### src/rtl/maze_scenario_seq_if.sv
// Bundles the scenario sequencer's programming, CommMaster and MazePhysics signals.
// The master side is the host/bench, the slave side is the sequencer.
interface maze_scenario_seq_if #(
    parameter int NUM_STEPS = 8,
    parameter int THETA_W   = 13,
    parameter int DUR_W     = 24
);
    localparam int AW = (NUM_STEPS > 1) ? $clog2(NUM_STEPS) : 1;

    logic                      prg_we;
    logic [AW-1:0]             prg_addr;
    logic signed [THETA_W-1:0] prg_theta;
    logic [DUR_W-1:0]          prg_dur;
    logic                      prg_line;
    logic                      prg_ramp;
    logic                      prg_check;
    logic                      prg_last;
    logic                      start;
    logic                      abort;
    logic [15:0]               plan;
    logic                      cmd_cmplt;
    logic signed [THETA_W-1:0] theta_robot;
    logic                      snd_cmd;
    logic [15:0]               cmd;
    logic signed [THETA_W-1:0] line_theta;
    logic                      line_present;
    logic                      busy;
    logic                      done;
    logic                      err;
    logic [1:0]                err_code;
    logic [AW-1:0]             err_step;
    logic [AW-1:0]             step_idx;
    logic [2:0]                dbg_state;

    // Command handshake: snd_cmd is a single-cycle request carrying cmd; the
    // request is complete on the first cycle cmd_cmplt is seen while waiting.
    modport master (
        output prg_we, prg_addr, prg_theta, prg_dur, prg_line, prg_ramp, prg_check,
               prg_last, start, abort, plan, cmd_cmplt, theta_robot,
        input  snd_cmd, cmd, line_theta, line_present, busy, done, err, err_code,
               err_step, step_idx, dbg_state
    );

    modport slave (
        input  prg_we, prg_addr, prg_theta, prg_dur, prg_line, prg_ramp, prg_check,
               prg_last, start, abort, plan, cmd_cmplt, theta_robot,
        output snd_cmd, cmd, line_theta, line_present, busy, done, err, err_code,
               err_step, step_idx, dbg_state
    );
endinterface

### src/rtl/maze_scenario_seq.sv
// Programmable scenario sequencer: launches a travel plan, then plays a table of
// line_theta/line_present steps with optional slew ramps and heading checks.
module maze_scenario_seq #(
    parameter int NUM_STEPS   = 8,
    parameter int THETA_W     = 13,
    parameter int DUR_W       = 24,
    parameter int TOL         = 10,
    parameter int SLEW_DIV    = 1024,
    parameter int CMPLT_TO    = 2000000,
    parameter int STOP_ON_ERR = 0
) (
    input  logic               clk,
    input  logic               rst_n,
    maze_scenario_seq_if.slave bus
);
    localparam int AW   = (NUM_STEPS > 1) ? $clog2(NUM_STEPS) : 1;
    localparam int TO_W = $clog2(CMPLT_TO + 1);
    localparam int SL_W = (SLEW_DIV > 1) ? $clog2(SLEW_DIV) : 1;
    localparam logic signed [THETA_W:0] TOL_P = (THETA_W + 1)'(TOL);
    localparam logic signed [THETA_W:0] TOL_N = -TOL_P;

    typedef enum logic [2:0] {
        S_IDLE, S_SEND, S_WAIT, S_RUN, S_CHECK, S_DONE
    } state_t;

    typedef struct packed {
        logic [THETA_W-1:0] theta;
        logic [DUR_W-1:0]   dur;
        logic               line;
        logic               ramp;
        logic               check;
        logic               last;
    } step_t;

    step_t tbl_q [NUM_STEPS];

    state_t                    state_q, state_d;
    logic [AW-1:0]             step_idx_q, step_idx_d;
    logic [DUR_W-1:0]          dur_cnt_q, dur_cnt_d;
    logic [SL_W-1:0]           slew_cnt_q, slew_cnt_d;
    logic [TO_W-1:0]           to_cnt_q, to_cnt_d;
    logic signed [THETA_W-1:0] line_theta_q, line_theta_d;
    logic                      line_present_q, line_present_d;
    logic                      snd_cmd_q, snd_cmd_d;
    logic [15:0]               cmd_q, cmd_d;
    logic                      busy_q, busy_d;
    logic                      done_q, done_d;
    logic                      err_q, err_d;
    logic [1:0]                err_code_q, err_code_d;
    logic [AW-1:0]             err_step_q, err_step_d;

    logic                      tbl_we, ld, adv, fin, chk_ok;
    logic [AW-1:0]             ld_idx;
    logic signed [THETA_W-1:0] cur_target;
    logic signed [THETA_W:0]   diff;

    always_comb begin
        state_d        = state_q;
        step_idx_d     = step_idx_q;
        dur_cnt_d      = dur_cnt_q;
        slew_cnt_d     = slew_cnt_q;
        to_cnt_d       = to_cnt_q;
        line_theta_d   = line_theta_q;
        line_present_d = line_present_q;
        snd_cmd_d      = 1'b0;
        cmd_d          = cmd_q;
        busy_d         = busy_q;
        done_d         = done_q;
        err_d          = err_q;
        err_code_d     = err_code_q;
        err_step_d     = err_step_q;
        tbl_we         = 1'b0;
        ld             = 1'b0;
        adv            = 1'b0;
        fin            = 1'b0;
        ld_idx         = '0;
        cur_target     = $signed(tbl_q[step_idx_q].theta);
        // One extra bit keeps extreme target/heading pairs from wrapping into a pass.
        diff   = $signed({bus.theta_robot[THETA_W-1], bus.theta_robot})
               - $signed({cur_target[THETA_W-1], cur_target});
        chk_ok = (diff >= TOL_N) && (diff <= TOL_P);

        case (state_q)
            S_IDLE, S_DONE: begin
                tbl_we = bus.prg_we;
                if (bus.start && !bus.abort) begin
                    state_d    = S_SEND;
                    snd_cmd_d  = 1'b1;
                    cmd_d      = bus.plan;
                    busy_d     = 1'b1;
                    done_d     = 1'b0;
                    err_d      = 1'b0;
                    err_code_d = 2'd0;
                    err_step_d = '0;
                    step_idx_d = '0;
                    to_cnt_d   = '0;
                end
            end
            S_SEND: begin
                // The timeout counts from the snd_cmd cycle itself.
                state_d  = S_WAIT;
                to_cnt_d = to_cnt_q + 1'b1;
            end
            S_WAIT: begin
                if (bus.cmd_cmplt) begin
                    ld = 1'b1;
                end else if (to_cnt_q >= TO_W'(CMPLT_TO - 1)) begin
                    err_d      = 1'b1;
                    err_code_d = 2'd2;
                    fin        = 1'b1;
                end else begin
                    to_cnt_d = to_cnt_q + 1'b1;
                end
            end
            S_RUN: begin
                if (tbl_q[step_idx_q].ramp && (line_theta_q != cur_target)) begin
                    if (slew_cnt_q == SL_W'(SLEW_DIV - 1)) begin
                        slew_cnt_d   = '0;
                        line_theta_d = (cur_target > line_theta_q) ? line_theta_q + THETA_W'(1)
                                                                   : line_theta_q - THETA_W'(1);
                    end else begin
                        slew_cnt_d = slew_cnt_q + 1'b1;
                    end
                end
                if (dur_cnt_q <= DUR_W'(1)) begin
                    if (tbl_q[step_idx_q].check) state_d = S_CHECK;
                    else                         adv     = 1'b1;
                end else begin
                    dur_cnt_d = dur_cnt_q - 1'b1;
                end
            end
            S_CHECK: begin
                if (!chk_ok) begin
                    if (!err_q) begin
                        err_code_d = 2'd1;
                        err_step_d = step_idx_q;
                    end
                    err_d = 1'b1;
                    if (STOP_ON_ERR != 0) fin = 1'b1;
                    else                  adv = 1'b1;
                end else begin
                    adv = 1'b1;
                end
            end
            default: state_d = S_IDLE;
        endcase

        if (adv) begin
            if (tbl_q[step_idx_q].last || (step_idx_q == AW'(NUM_STEPS - 1))) begin
                fin = 1'b1;
            end else begin
                ld         = 1'b1;
                ld_idx     = step_idx_q + 1'b1;
                step_idx_d = ld_idx;
            end
        end

        if (ld) begin
            state_d        = S_RUN;
            line_present_d = tbl_q[ld_idx].line;
            dur_cnt_d      = (tbl_q[ld_idx].dur == '0) ? DUR_W'(1) : tbl_q[ld_idx].dur;
            slew_cnt_d     = '0;
            if (!tbl_q[ld_idx].ramp) line_theta_d = $signed(tbl_q[ld_idx].theta);
        end

        if (fin) begin
            state_d = S_DONE;
            busy_d  = 1'b0;
            done_d  = 1'b1;
        end

        // Abort leaves the error record exactly as it was before this cycle.
        if (bus.abort && busy_q) begin
            state_d        = S_IDLE;
            line_present_d = 1'b1;
            busy_d         = 1'b0;
            done_d         = 1'b0;
            step_idx_d     = step_idx_q;
            err_d          = err_q;
            err_code_d     = err_code_q;
            err_step_d     = err_step_q;
        end
    end

    always_ff @(posedge clk) begin
        if (!rst_n) begin
            state_q        <= S_IDLE;
            step_idx_q     <= '0;
            dur_cnt_q      <= '0;
            slew_cnt_q     <= '0;
            to_cnt_q       <= '0;
            line_theta_q   <= '0;
            line_present_q <= 1'b1;
            snd_cmd_q      <= 1'b0;
            cmd_q          <= '0;
            busy_q         <= 1'b0;
            done_q         <= 1'b0;
            err_q          <= 1'b0;
            err_code_q     <= 2'd0;
            err_step_q     <= '0;
        end else begin
            state_q        <= state_d;
            step_idx_q     <= step_idx_d;
            dur_cnt_q      <= dur_cnt_d;
            slew_cnt_q     <= slew_cnt_d;
            to_cnt_q       <= to_cnt_d;
            line_theta_q   <= line_theta_d;
            line_present_q <= line_present_d;
            snd_cmd_q      <= snd_cmd_d;
            cmd_q          <= cmd_d;
            busy_q         <= busy_d;
            done_q         <= done_d;
            err_q          <= err_d;
            err_code_q     <= err_code_d;
            err_step_q     <= err_step_d;
        end
        if (tbl_we) begin
            tbl_q[bus.prg_addr] <= {bus.prg_theta, bus.prg_dur, bus.prg_line,
                                    bus.prg_ramp, bus.prg_check, bus.prg_last};
        end
    end

    assign bus.snd_cmd      = snd_cmd_q;
    assign bus.cmd          = cmd_q;
    assign bus.line_theta   = line_theta_q;
    assign bus.line_present = line_present_q;
    assign bus.busy         = busy_q;
    assign bus.done         = done_q;
    assign bus.err          = err_q;
    assign bus.err_code     = err_code_q;
    assign bus.err_step     = err_step_q;
    assign bus.step_idx     = step_idx_q;
    assign bus.dbg_state    = state_q;
endmodule

### src/flat_wrapper.sv
// flat-port wrapper written by rule: the top's interface ports become plain ports
module maze_scenario_seq_flat 
#(
    parameter int NUM_STEPS   = 8,
    parameter int THETA_W     = 13,
    parameter int DUR_W       = 24,
    parameter int TOL         = 10,
    parameter int SLEW_DIV    = 1024,
    parameter int CMPLT_TO    = 2000000,
    parameter int STOP_ON_ERR = 0
)
  (clk, rst_n, bus_prg_we, bus_prg_addr, bus_prg_theta, bus_prg_dur, bus_prg_line, bus_prg_ramp, bus_prg_check, bus_prg_last, bus_start, bus_abort, bus_plan, bus_cmd_cmplt, bus_theta_robot, bus_snd_cmd, bus_cmd, bus_line_theta, bus_line_present, bus_busy, bus_done, bus_err, bus_err_code, bus_err_step, bus_step_idx, bus_dbg_state);
  maze_scenario_seq_if #(.NUM_STEPS(NUM_STEPS), .THETA_W(THETA_W), .DUR_W(DUR_W)) bus_i ();
  input  logic clk;
  input  logic rst_n;
  input wire logic [$bits(bus_i.prg_we)-1:0] bus_prg_we;
  input wire logic [$bits(bus_i.prg_addr)-1:0] bus_prg_addr;
  input wire logic [$bits(bus_i.prg_theta)-1:0] bus_prg_theta;
  input wire logic [$bits(bus_i.prg_dur)-1:0] bus_prg_dur;
  input wire logic [$bits(bus_i.prg_line)-1:0] bus_prg_line;
  input wire logic [$bits(bus_i.prg_ramp)-1:0] bus_prg_ramp;
  input wire logic [$bits(bus_i.prg_check)-1:0] bus_prg_check;
  input wire logic [$bits(bus_i.prg_last)-1:0] bus_prg_last;
  input wire logic [$bits(bus_i.start)-1:0] bus_start;
  input wire logic [$bits(bus_i.abort)-1:0] bus_abort;
  input wire logic [$bits(bus_i.plan)-1:0] bus_plan;
  input wire logic [$bits(bus_i.cmd_cmplt)-1:0] bus_cmd_cmplt;
  input wire logic [$bits(bus_i.theta_robot)-1:0] bus_theta_robot;
  output wire logic [$bits(bus_i.snd_cmd)-1:0] bus_snd_cmd;
  output wire logic [$bits(bus_i.cmd)-1:0] bus_cmd;
  output wire logic [$bits(bus_i.line_theta)-1:0] bus_line_theta;
  output wire logic [$bits(bus_i.line_present)-1:0] bus_line_present;
  output wire logic [$bits(bus_i.busy)-1:0] bus_busy;
  output wire logic [$bits(bus_i.done)-1:0] bus_done;
  output wire logic [$bits(bus_i.err)-1:0] bus_err;
  output wire logic [$bits(bus_i.err_code)-1:0] bus_err_code;
  output wire logic [$bits(bus_i.err_step)-1:0] bus_err_step;
  output wire logic [$bits(bus_i.step_idx)-1:0] bus_step_idx;
  output wire logic [$bits(bus_i.dbg_state)-1:0] bus_dbg_state;
  assign bus_i.prg_we = bus_prg_we;
  assign bus_i.prg_addr = bus_prg_addr;
  assign bus_i.prg_theta = bus_prg_theta;
  assign bus_i.prg_dur = bus_prg_dur;
  assign bus_i.prg_line = bus_prg_line;
  assign bus_i.prg_ramp = bus_prg_ramp;
  assign bus_i.prg_check = bus_prg_check;
  assign bus_i.prg_last = bus_prg_last;
  assign bus_i.start = bus_start;
  assign bus_i.abort = bus_abort;
  assign bus_i.plan = bus_plan;
  assign bus_i.cmd_cmplt = bus_cmd_cmplt;
  assign bus_i.theta_robot = bus_theta_robot;
  assign bus_snd_cmd = bus_i.snd_cmd;
  assign bus_cmd = bus_i.cmd;
  assign bus_line_theta = bus_i.line_theta;
  assign bus_line_present = bus_i.line_present;
  assign bus_busy = bus_i.busy;
  assign bus_done = bus_i.done;
  assign bus_err = bus_i.err;
  assign bus_err_code = bus_i.err_code;
  assign bus_err_step = bus_i.err_step;
  assign bus_step_idx = bus_i.step_idx;
  assign bus_dbg_state = bus_i.dbg_state;
  maze_scenario_seq #(.NUM_STEPS(NUM_STEPS), .THETA_W(THETA_W), .DUR_W(DUR_W), .TOL(TOL), .SLEW_DIV(SLEW_DIV), .CMPLT_TO(CMPLT_TO), .STOP_ON_ERR(STOP_ON_ERR)) u_core (.clk(clk), .rst_n(rst_n), .bus(bus_i));
endmodule
### config.mk
export PLATFORM = sky130hd
export DESIGN_NAME = maze_scenario_seq_flat
export DESIGN_NICKNAME = d
export VERILOG_FILES = /design/src/rtl/maze_scenario_seq_if.sv /design/src/rtl/maze_scenario_seq.sv /design/src/flat_wrapper.sv
export SDC_FILE = /design/constraint.sdc
export NUM_CORES = 1
export LEC_CHECK = 0
export BUFFER_PORTS_ARGS = -buffer_cell sky130_fd_sc_hd__buf_4
export CORE_AREA = 2 2 178 180
export DETAILED_ROUTE_END_ITERATION = 10
export DIE_AREA = 0 0 180 182
export PLACE_DENSITY = 0.84
export SYNTH_ARGS = -nofsm -noshare
export SYNTH_HDL_FRONTEND = slang
export SYNTH_SLANG_ARGS = --single-unit
### constraint.sdc
create_clock -name clk -period 13.4 [get_ports clk]
set_input_delay 0 -clock clk [delete_from_list [all_inputs] [get_ports clk]]
set_output_delay 0 -clock clk [all_outputs]
set_load 0.005 [all_outputs]
==> results of run 1 <==
logic make-up (layout without fill, tap and decap cells):
| group | Yosys count | count (layout) | synth area share [%] |
|---|---|---|---|
| buffers and inverters | 134 | 338 | 2.78 |
| xor gates and xnor gates | 67 | 67 | 2.94 |
| AOI/OAI and AO/OA | 301 | 301 | 10.7 |
| other | 0 | 1 | 0 |
| DFF | 431 | 431 | 59.6 |
| and+or+nand+nor | 503 | 503 | 11.5 |
| adders and majority gates | 45 | 45 | 2.89 |
| muxes | 127 | 127 | 9.50 |
metrics by stage:
| step | cells | setup slack (ns) |
|---|---|---|
| after floorplan | 1608 | 7.39 |
| after global placement | 2076 | 7.80 |
| after detailed placement | 2076 | 7.62 |
| after CTS | 2214 | 7.54 |
| after global routing | 2214 | 6.98 |
| final | 2215 | 7.53 |
layout by cell type (no fill, tap or decap), types with 7 or more instances in the layout:
| cell type | netlist | routed |
|---|---|---|
| sky130_fd_sc_hd__inv_1 | 52 | 52 |
| sky130_fd_sc_hd__clkbuf_16 | 0 | 43 |
| sky130_fd_sc_hd__clkbuf_1 | 56 | 7 |
| sky130_fd_sc_hd__xnor2_1 | 32 | 32 |
| sky130_fd_sc_hd__or2_2 | 7 | 7 |
| sky130_fd_sc_hd__or3_1 | 14 | 14 |
| sky130_fd_sc_hd__nand2_1 | 189 | 189 |
| sky130_fd_sc_hd__nor4_1 | 13 | 13 |
| sky130_fd_sc_hd__xor2_1 | 35 | 35 |
| sky130_fd_sc_hd__nor2b_1 | 8 | 8 |
| sky130_fd_sc_hd__dlygate4sd3_1 | 0 | 59 |
| sky130_fd_sc_hd__o21a_1 | 8 | 8 |
| sky130_fd_sc_hd__a221oi_1 | 20 | 20 |
| sky130_fd_sc_hd__ha_1 | 43 | 42 |
| sky130_fd_sc_hd__a21oi_1 | 68 | 68 |
| sky130_fd_sc_hd__edfxtp_1 | 328 | 328 |
| sky130_fd_sc_hd__nor3_1 | 40 | 38 |
| sky130_fd_sc_hd__nand4_1 | 10 | 10 |
| sky130_fd_sc_hd__o31ai_1 | 15 | 15 |
| sky130_fd_sc_hd__mux4_2 | 50 | 50 |
| sky130_fd_sc_hd__o22ai_1 | 14 | 14 |
| sky130_fd_sc_hd__o21ai_0 | 32 | 32 |
| sky130_fd_sc_hd__a311oi_1 | 24 | 24 |
| sky130_fd_sc_hd__clkinv_2 | 0 | 9 |
| sky130_fd_sc_hd__a31oi_1 | 13 | 13 |
| sky130_fd_sc_hd__nor2_1 | 114 | 107 |
| sky130_fd_sc_hd__nand3_1 | 58 | 58 |
| sky130_fd_sc_hd__and3_1 | 13 | 13 |
| sky130_fd_sc_hd__mux2i_1 | 75 | 75 |
| sky130_fd_sc_hd__dfxtp_1 | 103 | 101 |
| sky130_fd_sc_hd__a211oi_1 | 26 | 26 |
| sky130_fd_sc_hd__or4_1 | 7 | 7 |
| sky130_fd_sc_hd__buf_4 | 3 | 147 |
| sky130_fd_sc_hd__nand2b_1 | 10 | 10 |
where the power goes:
| part | internal, µW | leakage (µW) | switching (µW) |
|---|---|---|---|
| clock network | 722 | 0.000717 | 517 |
| logic | 309 | 0.00353 | 456 |
| registers | 1540 | 0.00380 | 93.1 |
| total | 2570 | 0.00805 | 1070 |
final cells by class:
type | count | area, µm²
tap | 402 | 503
clock inverter | 24 | 292
multi-input combinational | 1043 | 7590
sequential | 431 | 11900
timing repair buffer | 206 | 1690
antenna | 1 | 2.50
inverter | 53 | 199
fill | 1772 | 7620
clock buffer | 55 | 1170
flip-flops by register name, summed over array words and instances (netlist names), named ones only:
signal	cells
u_core.bus.busy	1
u_core.to_cnt_q	21
u_core.bus.line_theta	13
u_core.dur_cnt_q	24
u_core.bus.err_step	3
u_core.bus.done	1
u_core.bus.cmd	16
u_core.bus.err	1
u_core.bus.err_code	2
u_core.bus.step_idx	3
u_core.bus.dbg_state	3
u_core.bus.snd_cmd	1
u_core.bus.line_present	1
u_core.tbl_q	328
u_core.slew_cnt_q	10
critical path, delay by kind of cell (launching register included):
kind            cells  cell delay [ns]
flops               1             1.13
compound gates     12             2.17
buf+inv             2             0.35
simple gates        3             0.39
xor+xnor            1             0.14
mux                 2             1.03
fa+ha+maj           2             0.56
final timing paths:
check / from / end / slack [ns] / depth (start not counted)
max: flip-flop / u_core.bus.line_theta[9]$_SDFF_PN0_ / 7.53 / 22
min: bus_abort / u_core.bus.dbg_state[0]$_SDFFE_PP0P_ / 0.06 / 5
max reg2reg: flip-flop / u_core.bus.line_theta[9]$_SDFF_PN0_ / 7.53 / 22
min reg2reg: u_core.bus.done$_SDFFE_PP0P_ / u_core.bus.done$_SDFFE_PP0P_ / 0.46 / 2
repair_timing:
| action | in CTS | in global routing |
|---|---|---|
| setup buffers | 0 | 0 |
| hold endpoints to repair | 367 | 0 |
| resized for setup | 0 | 0 |
| hold buffers | 59 | 0 |
layer usage:
metal  part of all wire [%]  track usage, %  up-vias
met4                    3.2            11.8        2
met1                     38            41.8     7117
met5                  0.025               0        -
met2                     47            49.6     1023
met3                     11            6.46      171
li1                       -               -     6487
==> results.txt, run 1 <==
- Area post-placement: 0.0213 mm²
- Counting every sink on the clock net gives 431.
- Compared with the post-synthesis result, the final layout area differs by 16.9%.
- The min-delay analysis places its worst path in the category input pin to flip-flop.
* Core area: 0.0310 mm²
* Top cell type's share of synthesized area: between 40 and 50%
* Routed Wire Length: 51,300 µm
* Number of standard-cell rows in the floorplan: 65
* Total overflow reported by the global router: 0
- Global routing consumed, over all layers together, 30.9% of the routing resources.
- Setup Viol. Count Final: 0
- Initial drt markers: ~1,800
- Total die area: 0.0328 mm²
* Part of the cycle the worst path needs: 43.8%
- The wire-length estimate of the detail-placed layout is about 30,000 µm.
- The cell area that synthesis handed to floorplanning was 0.0200 mm².
- The critical path goes through mux4_2 -> mux2i_1 -> inv_1 -> ha_1 -> nor2b_1 -> o21a_1 -> o21a_1 -> o21ai_0 -> a221oi_1 -> o21ai_0 -> buf_4 -> ha_1 -> a21o_1 -> a21oi_1 -> o21bai_1 -> a21oi_1 -> o21bai_1 -> a31oi_1 -> nor2b_1 -> xnor2_1 -> nand2_1 -> a311oi_1.
- Once detail routing completed, the nets flagged for antenna violations numbered 0.
- CP Launch Type: flip-flop
* Pin count of the biggest net entering global routing: 52
- The first detailed-routing pass took 6 iterations.
- I/O pin count: 124
* Post-detailed-route wirelength per cell: between 20 and 25 µm
- In this run the tightest slew margin relative to its limit is 19.0%.
- After synthesis, the most frequently instantiated cells are 328 x sky130_fd_sc_hd__edfxtp_1, 189 x sky130_fd_sc_hd__nand2_1, 114 x sky130_fd_sc_hd__nor2_1, 103 x sky130_fd_sc_hd__dfxtp_1, 75 x sky130_fd_sc_hd__mux2i_1.
* Post-synth top area cell: sky130_fd_sc_hd__edfxtp_1
- Number of antenna violations at the first check in global routing: 2
- In this run, synthesis inferred 328 flip-flops with an integrated enable.
- Maximum clock frequency: 170 MHz
- Routability-driven placement finished with a final weighted congestion of 0.902.
- After synthesis, the cell types taking the most area are sky130_fd_sc_hd__edfxtp_1 49%, sky130_fd_sc_hd__dfxtp_1 10%, sky130_fd_sc_hd__mux4_2 5.6%, sky130_fd_sc_hd__mux2i_1 3.8%, sky130_fd_sc_hd__nand2_1 3.5%.
- Post-route DRC violation count: 0
- Worst VDD drop: ~0.13 mV
* Reported max-cap violation count: 0
- Buffers from clock root to sink, at most: 3
- Clock skew: 0.0287 ns
- The synthesized netlist contains 79 unique library cells.
- In this run the worst path has a maximum fanout of 32.
- Total number of nets in the final design: 1,902
- Number of register bits inferred by synthesis: 431
- Number of CTS-inserted buffers: 43
- YS warnings: 0
* Critical-path cell with the highest stage delay: sky130_fd_sc_hd__dfxtp_2
- STA classifies the critical path endpoint as a flip-flop.
* CTS tree: built
- By instance count, the leading cell after synthesis is sky130_fd_sc_hd__edfxtp_1.
- Clock transition at the registers of the reported paths: about 0.060 ns
- Share of the yosys chip area belonging to registers: between 50 and 60%
- For this run, the leading register cell type out of synthesis is sky130_fd_sc_hd__edfxtp_1.
* Total vias in the final route: 14,800
* Clock Latency Late Sink: between 0.5 and 0.6 ns
* Final TNS setup: 0 ns
- Async set-or-reset flop fraction in the synthesized netlist: 0%
- For the worst setup path, the data required time is 13.86 ns.
* Data arrival, critical path: roughly 6.3 ns
- In this design, the stage delay of the slowest critical-path cell is 1.13 ns.
* Final critical delay including setup and external delays: between 5 and 6 ns
- Cells with a size suffix above 1 make up about 16% of the layout.
- Total leakage power: 0.00805 µW
* Number of max-slew violations in the final report: 0
- Syn Inst Count: 1,608
* CTS Root Cell: sky130_fd_sc_hd__clkbuf_16
* Run status: completed
* Power density over the cells: 156 mW/mm²
- On the final layout, the worst hold slack is roughly 0.06 ns.
- During placement, the flow inserted port buffers numbering between 100 and 150.
* Initial core utilization: between 60% and 70%
- Synth Area per Inst: 12.4 µm²
* Post-Layout Inst Area: roughly 0.023 mm²
* Kind of critical path: flip-flop to flip-flop
- Number of hold-slack violations in the final timing report: 0
- Post-layout power: 3640 µW
- The first global-routing pass estimated 79,000 µm of wire.
* Slew of the pin with the lowest slew margin: 1.22 ns
- Cells fill 75.4% of the core in the end.
- Measured along the y axis, the die boundary spans approximately 180 µm.
- Horizontal die dimension: roughly 180 µm
- Unrepaired setup endpoints after global routing: no
* Via count of the first global-routing pass: 14,500
* Post-DR vias/cell: approximately 6.7
- Counting every net in the synthesized netlist gives between 1,500 and 2,000.
- Clock H-tree levels: 2
Note: power is estimated with default switching activity, not from simulation.
==> run 2, diff against run 1 <==
- CORE_AREA: 2 2 178 180 -> 2 2 194 196
- DIE_AREA: 0 0 180 182 -> 0 0 196 198
- PLACE_DENSITY: 0.84 -> 0.76
- clock period: 13.4 -> 5.3 ns (I/O delays scaled with it)
==> run 2 against run 1 <==
Cell area grew 0.78%. Clock power grew 140%. Critical path depth shrank 2. Maximum frequency grew 19%. Critical path type unchanged. Core utilization shrank 12 points. Wire length grew 1.3%. Via count shrank 2.3%. Clock skew shrank 0.018 ns. Flip-flop and latch count is the same. Worst setup slack lost 7.2 ns.
==> results.txt, run 2 (synthesis results as in run 1) <==
- The run finished with clean final reports.
- Summing all placed instances gives a cell area of 0.0215 mm².
- Flip-flop count of the largest register after layout: between 300 and 400
- For this design the static power due to leakage is 0.00809 µW.
- The floorplan step set the die width to 196 µm.
- Once layout is complete, the cells apart from fillers number around 2,300.
- Slew of the pin with the lowest slew margin: 1.25 ns
* Startpoint of the worst hold path: bus_abort
- The floorplan step defined a die boundary enclosing 0.0388 mm².
- In this run the standard cell core region covers 0.0370 mm².
- In this run the number of H-tree levels came out at 2.
- In this run, the clock network consumes about a third of the power.
- The library cell used most frequently in the layout, excluding fill and tap cells, is sky130_fd_sc_hd__edfxtp_1.
- Post-route DRC violation count: 0
* Internal portion of total power: 6430 µW
- Aggregate global-route resource usage: approximately 27%
* Initial drt markers: 1,351
- Total overflow reported by the global router: 0
- Critical-path maximum fanout: 32
- Sequential cell fraction of total power: approximately 45%
* Clock skew: 0.0103 ns
* CP Launch Type: flip-flop
- I/O pin count: 124
* Number of max-slew violations in the final report: 0
- CTS Root Cell: sky130_fd_sc_hd__clkbuf_16
- STA classifies the critical path endpoint as a flip-flop.
- Routability-driven placement finished with a final weighted congestion of 0.916.
* Total instance count after detailed placement: 2,161
* Max_slew headroom: between 15 and 20%
- Number of hold-slack violations in the final timing report: 0
- Detailed placement ended at an HPWL of 33,000 µm.
* Post-layout power: 9090 µW
* Number of antenna violations at the first check in global routing: 5
* Cell with the most instances on the worst path: sky130_fd_sc_hd__a21oi_1
- The final critical path takes up between 90% and 100% of the cycle.
* Data required, critical path: between 5 and 6 ns
* Unrepaired setup endpoints after global routing: no
- Clock Latency Late Sink: between 0.5 and 0.6 ns
* Reported max-cap violation count: 0
- Walking the worst path, the cells encountered are buf_12 -> mux4_2 -> mux2i_1 -> inv_1 -> ha_1 -> a21oi_1 -> o22ai_1 -> or4_1 -> o21ai_2 -> buf_4 -> ha_1 -> a21oi_1 -> o21bai_1 -> a21oi_1 -> o21bai_1 -> a31oi_1 -> nor2b_1 -> xnor2_1 -> nand2_1 -> a311oi_1.
- Clock-pin slew was measured on the worst setup and hold paths at ~0.060 ns.
* Post-DR vias/cell: about 6.3
* Number of CTS-inserted buffers: 44
* FF-to-FF setup slack: 0.37 ns
* Data arrival, critical path: between 5 and 6 ns
- TritonCTS built the clock tree.
- Reg-to-reg critical path endpoint: u_core.bus.line_theta[9]$_SDFF_PN0_
- In this run the core area contains 71 standard-cell rows.
* Total number of nets in the final design: between 1,500 and 2,000
* Pin count of the biggest net entering global routing: 59
* First-pass iteration count of the detailed router: 7
- Worst VDD drop: around 0.27 mV
* Post-route antenna net violation count: 0
* Buffers from clock root to sink, at most: 3
- Post-Layout Inst Area: between 0.02 and 0.025 mm²
* Final critical delay including setup and external delays: roughly 5 ns
- Wire length of the first global-routing pass: between 80,000 and 90,000 µm
- Post-detailed-route wirelength per cell: 22.6 µm
- By startpoint and endpoint, the worst setup path is classified as flip-flop to flip-flop.
- Comb power frac: 21.4%
- Ranked by flip-flop count, first place goes to u_core.tbl_q.
* Sw frac: between 20 and 30%
- For this block, the routed nets add up to 52,000 µm of wire.
* Via count of the first global-routing pass: 14,500
- The post-route netlist has between 10% and 20% of its cells at a drive strength greater than 1.
* Min-Delay Path Depth: 5
- Dividing total power by cell area gives a power density of 386 mW/mm².
- Timing would allow up to ~200 MHz.
- The number of setup buffers added after CTS is 0.
- Once the floorplan was initialized, standard cells occupied 54.1% of the core.
- Type of the tightest min-delay check: input pin to flip-flop
- Final TNS setup: 0 ns
- CTS saw approximately 430 sinks.
- The largest registers in the layout are u_core.tbl_q x328, u_core.dur_cnt_q x24, u_core.to_cnt_q x21.
* Cell depth of the worst flop-to-flop path: 20
* Die Height: 198 µm
- Total vias in the final route: 14,500
- For this run, the slowest stage of the critical path takes roughly 0.54 ns.
- Number of fill cells in the layout: 2,662
- The worst hold path terminates at u_core.bus.dbg_state[0]$_SDFFE_PP0P_.
* Setup Viol. Count Final: 0
- Leaving out fill and tap cells, the most frequent cells in the layout are 328 x sky130_fd_sc_hd__edfxtp_1, 189 x sky130_fd_sc_hd__nand2_1, 158 x sky130_fd_sc_hd__buf_4.
* IO buf count: 123
* Net switching power: 2660 µW
- Among all stages on the critical path, the largest delay is contributed by sky130_fd_sc_hd__mux4_2.
- Layout overhead on the synthesized area: 17.8%
[run 2: cell types whose count changed in the layout (fill, tap and decap cells not counted), moves of 3 or more]
cell | previous run | this run
sky130_fd_sc_hd__clkbuf_8 | 5 | 2
sky130_fd_sc_hd__buf_4 | 147 | 158
sky130_fd_sc_hd__clkbuf_1 | 7 | 10
sky130_fd_sc_hd__clkinv_1 | 3 | 12
sky130_fd_sc_hd__clkinv_2 | 9 | 4
[run 2: worst max-delay path by stage]
stage	startpoint	to
2_1_floorplan	flip-flop	u_core.bus.line_theta[9]$_SDFF_PN0_
3_3_place_gp	flip-flop	u_core.bus.line_theta[12]$_SDFF_PN0_
3_5_place_dp	flip-flop	u_core.bus.line_theta[9]$_SDFF_PN0_
4_1_cts	flip-flop	u_core.bus.line_theta[9]$_SDFF_PN0_
5_1_grt	flip-flop	u_core.bus.line_theta[9]$_SDFF_PN0_
6_report	flip-flop	u_core.bus.line_theta[9]$_SDFF_PN0_
[run 2: final cells by class]
type	instances	area (µm²)	area share (%)
Inverter	53	199	0.845
Antenna cell	2	5.00	0.0213
Multi-Input combinational cell	1043	7600	32.3
Clock buffer	57	1190	5.06
Timing Repair Buffer	219	1820	7.71
Tap cell	474	593	2.52
Sequential cell	431	11900	50.6
Clock inverter	24	225	0.956
[run 2: worst max-delay path, delay by kind of cell (launching register included)]
kind | cells | cell delay, ns
AND/OR/NAND/NOR | 3 | 0.69
AO/OA/AOI/OAI | 9 | 1.64
XOR/XNOR | 1 | 0.13
buffers and inverters | 3 | 0.56
multiplexers | 2 | 0.85
flip-flops | 1 | 0.34
adder cells (fa/ha/maj) | 2 | 0.59
[run 2: timing repair]
item                                    CTS  global route
hold buffers                             59             0
resized for setup                         0             2
endpoints found under the hold margin   371             0
endpoints found under the setup margin    0             2
[run 2: per-layer routing]
metal | track usage (%) | vias up | share of wire (%) | wire length, µm
met1 | 35.8 | 7091 | 41 | 21000
met3 | 5.65 | 125 | 9.5 | 4910
met2 | 43.5 | 720 | 47 | 24500
li1 | - | 6518 | - | -
met5 | 0 | - | 0.083 | 43
met4 | 10.8 | 6 | 2.8 | 1470
[run 2: stage by stage]
| stage | util [%] | hold slack [ns] | worst slack (ns) |
|---|---|---|---|
| after detailed placement | 58.3 | 0.238 | 0.435 |
| after floorplan | - | 0.0989 | 0.136 |
| final | 63.7 | 0.0442 | 0.375 |
| after global routing | 63.7 | 0.0744 | 0.0270 |
| after global placement | 58.3 | 0.231 | 0.552 |
| after CTS | 63.7 | 0.00828 | 0.408 |
[run 2: power by group through the flow]
stage	Combinational [µW]	Sequential [µW]	Clock, µW
finish	1950	4110	3030
global route	2150	4140	3180
CTS	1920	4110	3050
detailed placement	1870	4170	0
global placement	1830	4160	0
floorplan	1310	4090	0
